$ cat src/rtl/vending_machine_controller.sv
// Vending machine control core: balance register, inactivity timer and
// largest-coin-first change return sequencer.
module vending_machine_controller #(
  parameter int unsigned kNumCoins  = 3,
  parameter int unsigned kNumItems  = 4,
  parameter int unsigned kTotalBits = 31,
  parameter int unsigned kWaitTime  = 10
) (
  input  logic                  clk,
  input  logic                  reset_n,
  input  logic [kNumCoins-1:0]  i_input_coin,
  input  logic [kNumItems-1:0]  i_select_item,
  input  logic                  i_trigger_return,
  output logic [kNumItems-1:0]  o_available_item,
  output logic [kNumItems-1:0]  o_output_item,
  output logic [kNumCoins-1:0]  o_return_coin,
  output logic [kTotalBits-1:0] o_current_total
);

  localparam int unsigned kWaitBits = $clog2(kWaitTime + 1);

  typedef enum logic [1:0] {ST_IDLE, ST_ACTIVE, ST_RETURN} state_t;

  function automatic logic [kTotalBits-1:0] coin_value(input int unsigned idx);
    case (idx)
      0:       return kTotalBits'(100);
      1:       return kTotalBits'(500);
      default: return kTotalBits'(1000);
    endcase
  endfunction

  function automatic logic [kTotalBits-1:0] item_price(input int unsigned idx);
    case (idx)
      0:       return kTotalBits'(400);
      1:       return kTotalBits'(500);
      2:       return kTotalBits'(1000);
      default: return kTotalBits'(2000);
    endcase
  endfunction

  state_t                 state, state_nxt;
  logic [kTotalBits-1:0]  total, total_nxt;
  logic [kWaitBits-1:0]   wait_cnt, wait_cnt_nxt;
  logic [kNumItems-1:0]   out_item_nxt;

  logic [kTotalBits-1:0]  coin_sum, coin_add, r, ret_val;
  logic [kNumItems-1:0]   dispensed;
  logic [kNumCoins-1:0]   ret_onehot;
  logic                   reload;

  always_comb begin
    coin_sum = '0;
    for (int unsigned i = 0; i < kNumCoins; i++)
      if (i_input_coin[i]) coin_sum = coin_sum + coin_value(i);
    // ~total is the remaining headroom below the all-ones balance
    coin_add = (coin_sum > ~total) ? '0 : coin_sum;

    r         = total;
    dispensed = '0;
    for (int unsigned i = 0; i < kNumItems; i++)
      if (i_select_item[i] && (r >= item_price(i))) begin
        dispensed[i] = 1'b1;
        r            = r - item_price(i);
      end

    // Coin values ascend with index, so the last match is the largest
    ret_onehot = '0;
    ret_val    = '0;
    for (int unsigned i = 0; i < kNumCoins; i++)
      if (total >= coin_value(i)) begin
        ret_onehot    = '0;
        ret_onehot[i] = 1'b1;
        ret_val       = coin_value(i);
      end

    reload = (coin_sum != '0) || (dispensed != '0);
  end

  always_comb begin
    state_nxt    = state;
    total_nxt    = total;
    wait_cnt_nxt = wait_cnt;
    out_item_nxt = '0;
    case (state)
      ST_IDLE: begin
        if (coin_sum != '0) begin
          state_nxt    = ST_ACTIVE;
          total_nxt    = coin_sum;
          wait_cnt_nxt = kWaitBits'(kWaitTime);
        end
      end
      ST_ACTIVE: begin
        out_item_nxt = dispensed;
        total_nxt    = r + coin_add;
        wait_cnt_nxt = reload ? kWaitBits'(kWaitTime) : wait_cnt - kWaitBits'(1);
        if (i_trigger_return || (!reload && (wait_cnt == kWaitBits'(1))))
          state_nxt = ST_RETURN;
        else if (total_nxt == '0)
          state_nxt = ST_IDLE;
      end
      ST_RETURN: begin
        total_nxt = total - ret_val + coin_add;
        if (total_nxt == '0) state_nxt = ST_IDLE;
      end
      default: state_nxt = ST_IDLE;
    endcase
  end

  always_ff @(posedge clk or negedge reset_n) begin
    if (!reset_n) begin
      state         <= ST_IDLE;
      total         <= '0;
      wait_cnt      <= '0;
      o_output_item <= '0;
    end else begin
      state         <= state_nxt;
      total         <= total_nxt;
      wait_cnt      <= wait_cnt_nxt;
      o_output_item <= out_item_nxt;
    end
  end

  always_comb begin
    o_available_item = '0;
    for (int unsigned i = 0; i < kNumItems; i++)
      o_available_item[i] = (state == ST_ACTIVE) && (total >= item_price(i));
  end

  assign o_return_coin   = (state == ST_RETURN) ? ret_onehot : '0;
  assign o_current_total = total;

endmodule

$ cat config.mk
export PLATFORM = sky130hd
export DESIGN_NAME = vending_machine_controller
export DESIGN_NICKNAME = d
export VERILOG_FILES = /design/src/rtl/vending_machine_controller.sv
export SDC_FILE = /design/constraint.sdc
export NUM_CORES = 1
export LEC_CHECK = 0
export ABC_AREA = 0
export BUFFER_PORTS_ARGS = -buffer_cell sky130_fd_sc_hd__buf_2
export CAP_MARGIN = 10
export CORE_MARGIN = 2
export CORE_UTILIZATION = 45
export DETAILED_ROUTE_END_ITERATION = 6
export SYNTH_ARGS = -nofsm -noshare
export SYNTH_HDL_FRONTEND = slang
export SYNTH_SLANG_ARGS = --single-unit
export TNS_END_PERCENT = 30
$ cat constraint.sdc
create_clock -name clk -period 23.8 [get_ports clk]
set_input_delay 2.38 -clock clk [delete_from_list [all_inputs] [get_ports clk]]
set_output_delay 2.38 -clock clk [all_outputs]
set_load 0.02 [all_outputs]
==> results.json <==
{
  "setup_tns_ns": 0,
  "status": "complete, no violations",
  "grt_util_all_layers_pct": 32.73,
  "die_area_sq_um": 24370,
  "io_pins": 52,
  "grtUsageMet1_pct": 41.74,
  "synth_cells": 1413,
  "gr-usage-met2_pct": 53.14,
  "yosys_warnings": 0,
  "cts_tree": "built",
  "ant_nets": 0,
  "worst_pin_slew_ns": 1.016,
  "cts_max_level": 2,
  "cp_max_fo": 20,
  "area_growth_pct": 5.960,
  "vias_per_cell": 6.563,
  "design_area_sq_um": 11030,
  "final-setup-viol-count": 0,
  "min_path_type": "reg -> reg",
  "post_cts_buffers": 0,
  "cts_resized": 0,
  "synth_edf_count": 0,
  "diodes": 0,
  "critical-path-slowest-cell": "a21oi_1",
  "antenna_found_initial": 0,
  "maxCapViolCount": 0,
  "post_drt_wl_per_cell_um": 23.26,
  "final_nets": 1570,
  "die_x_um": 156.1,
  "cp.required_ns": 23.99,
  "portBuffers": 51,
  "netlist_area_sq_um": 10410,
  "drt-total-wl_mm": 39.99,
  "crit_arrival_ns": 13.95,
  "maxSlewHeadroom_pct": 32.29,
  "busiest_layer": "met2",
  "yosysSeqAreaShare_pct": 9.853,
  "syn_area_per_cell_sq_um": 7.369,
  "register_area_sq_um": 1026,
  "drtIter0Drc": 1155,
  "max_freq_mhz": 72.69,
  "core_sq_um": 22710,
  "firstDrtPassIters": 7,
  "row_count": 55,
  "async_flop_share_pct": 100.0,
  "cts.reportedPaths.clkPinSlew_ns": 0.07,
  "insertion_delay_ns": 0.31,
  "fp.dieH_um": 156.1,
  "n_fill_cell": 2313,
  "clockRootBuffer": "clkbuf_16",
  "fin_skew_ns": 0.007239,
  "path_class": "in -> reg",
  "drv_slew": 0,
  "vias": 11281,
  "min_period_ns": 13.76,
  "ys_types": 106,
  "rsz0062_at_grt": "no",
  "place_congestion": 0.9812,
  "clock_sinks": 41,
  "dp_hpwl_mm": 32.04,
  "synthFlopType": "dfrtp_1",
  "initial_core_util_pct": 45.85,
  "multiInputGateArea_sq_um": 8766,
  "use_met3_pct": 3.972,
  "cp-start-kind": "primary input",
  "clockBufferDepth": 2,
  "grt_max_degree": 42,
  "max_stage_delay_ns": 0.76,
  "place_area_sq_um": 10860,
  "fin_crit_sh_pct": 57.80,
  "synth_nets": 1550,
  "hold_viol_final": 0,
  "end_kind": "register",
  "critPathMostFrequentCell": "a21oi_1",
  "drc": 0,
  "drive_above_1_share_pct": 8.717,
  "grt_pass1_vias": 10639,
  "grt_pass1_wl_mm": 61.87,
  "synth-seq-cells": 41,
  "grt_overflow": 0,
  "postCtsHoldBufs": 0,
  "cts_made_buffers": 5
}
[cell usage after synthesis, drive strengths merged (28+ instances only)]
cell    instances  share of area (%)
a31oi          29                1.9
clkbuf         28                1.0
nand2         116                4.2
inv            99                3.6
xnor2         116                 10
nand3          47                2.3
nor3           49                2.7
o21ai          88                4.3
nor2          119                4.3
dfrtp          41                9.9
ha            118                 14
a21oi          71                3.4
nor4           33                2.4
[critical path, delay by kind of cell]
family / cells / cell delay [ns]
muxes: 1 / 0.36
AOI/OAI and AO/OA: 18 / 5.87
and+or+nand+nor: 11 / 3.65
buffers and inverters: 3 / 0.55
adders and majority gates: 2 / 0.58
xor gates and xnor gates: 3 / 0.54
[through the flow]
stage / setup slack (ns) / instances / hold slack [ns] / util [%]
2_1_floorplan: 11.96 / 1413 / 0.5076 / -
3_3_place_gp: 10.33 / 1711 / 0.5437 / 47.83
3_5_place_dp: 9.977 / 1711 / 0.5408 / 47.83
4_1_cts: 10.27 / 1719 / 0.5559 / 48.58
5_1_grt: 9.204 / 1719 / 0.5902 / 48.58
6_report: 10.04 / 1719 / 0.5527 / 48.58
[state kept, by name (all words and copies together) (netlist names)]
| register | flops |
|---|---|
| wait_cnt | 4 |
| o_current_total | 31 |
| o_output_item | 4 |
| state | 2 |
[cell usage in the layout (no fill, tap or decap), types with 7 or more instances in the layout]
master,Yosys,final
nor2_1,118,118
ha_1,118,118
nand2_1,115,115
xnor2_1,113,113
inv_1,99,99
o21ai_0,72,72
a21oi_1,71,71
buf_2,13,51
nand3_1,46,46
nor3_1,45,45
dfrtp_1,41,41
nor4_1,29,29
nand4_1,27,27
a31oi_1,27,27
xor2_1,27,27
o22ai_1,25,25
or4_1,22,22
and3_1,19,19
nor2b_1,17,17
a22oi_1,17,17
o21bai_1,17,17
a211oi_1,16,16
o21ai_1,15,15
or3_1,15,15
and2_1,13,13
nand2b_1,13,13
nor3b_1,11,11
buf_4,2,11
o211ai_1,10,10
a21o_1,10,10
or2_2,10,10
o31ai_1,10,10
o2111ai_1,9,9
fa_1,9,9
and4_1,8,8
a21boi_0,8,8
a22o_1,7,7
mux2i_1,7,7
o21a_1,7,7
[routing by layer]
| layer | wire, um | part of all wire [%] |
|---|---|---|
| met1 | 16860 | 42 |
| met2 | 17870 | 45 |
| met3 | 2598 | 6.5 |
| met4 | 2650 | 6.6 |
| met5 | 0 | 0 |
[kinds of logic after synthesis]
logic type      after synthesis  synth area share (%)
simple gates                538                 27.59
mux                          10                0.9974
xor+xnor                    144                 12.46
buf+inv                     149                 5.960
fa+ha+maj                   127                 15.91
flops                        41                 9.853
compound gates              404                 27.23
[worst paths after layout]
check | cells past startpoint | slack [ns] | endpoint | from
min | 1 | 0.55 | wait_cnt[0] | wait_cnt[0]
min reg2reg | 1 | 0.55 | wait_cnt[0] | wait_cnt[0]
max | 38 | 10.04 | state[1] | i_select_item[0]
max reg2reg | 40 | 10.70 | state[1] | o_current_total[20]
min in group asynchronous | 1 | 2.24 | wait_cnt[1] | reset_n
max in group asynchronous | 1 | 20.92 | o_output_item[1] | reset_n
[final cells by class]
type,count,area share [%]
clock buffers,5,1.134
repair buffers,62,3.062
inverters,100,3.402
clock inverters,3,0.4196
multi-input cells,1223,79.45
well taps,285,3.232
flip-flops and latches,41,9.299
Power is left out: the tool's default activity adds up to more than one toggle a clock period on the data nets, which glitch-free logic cannot reach.
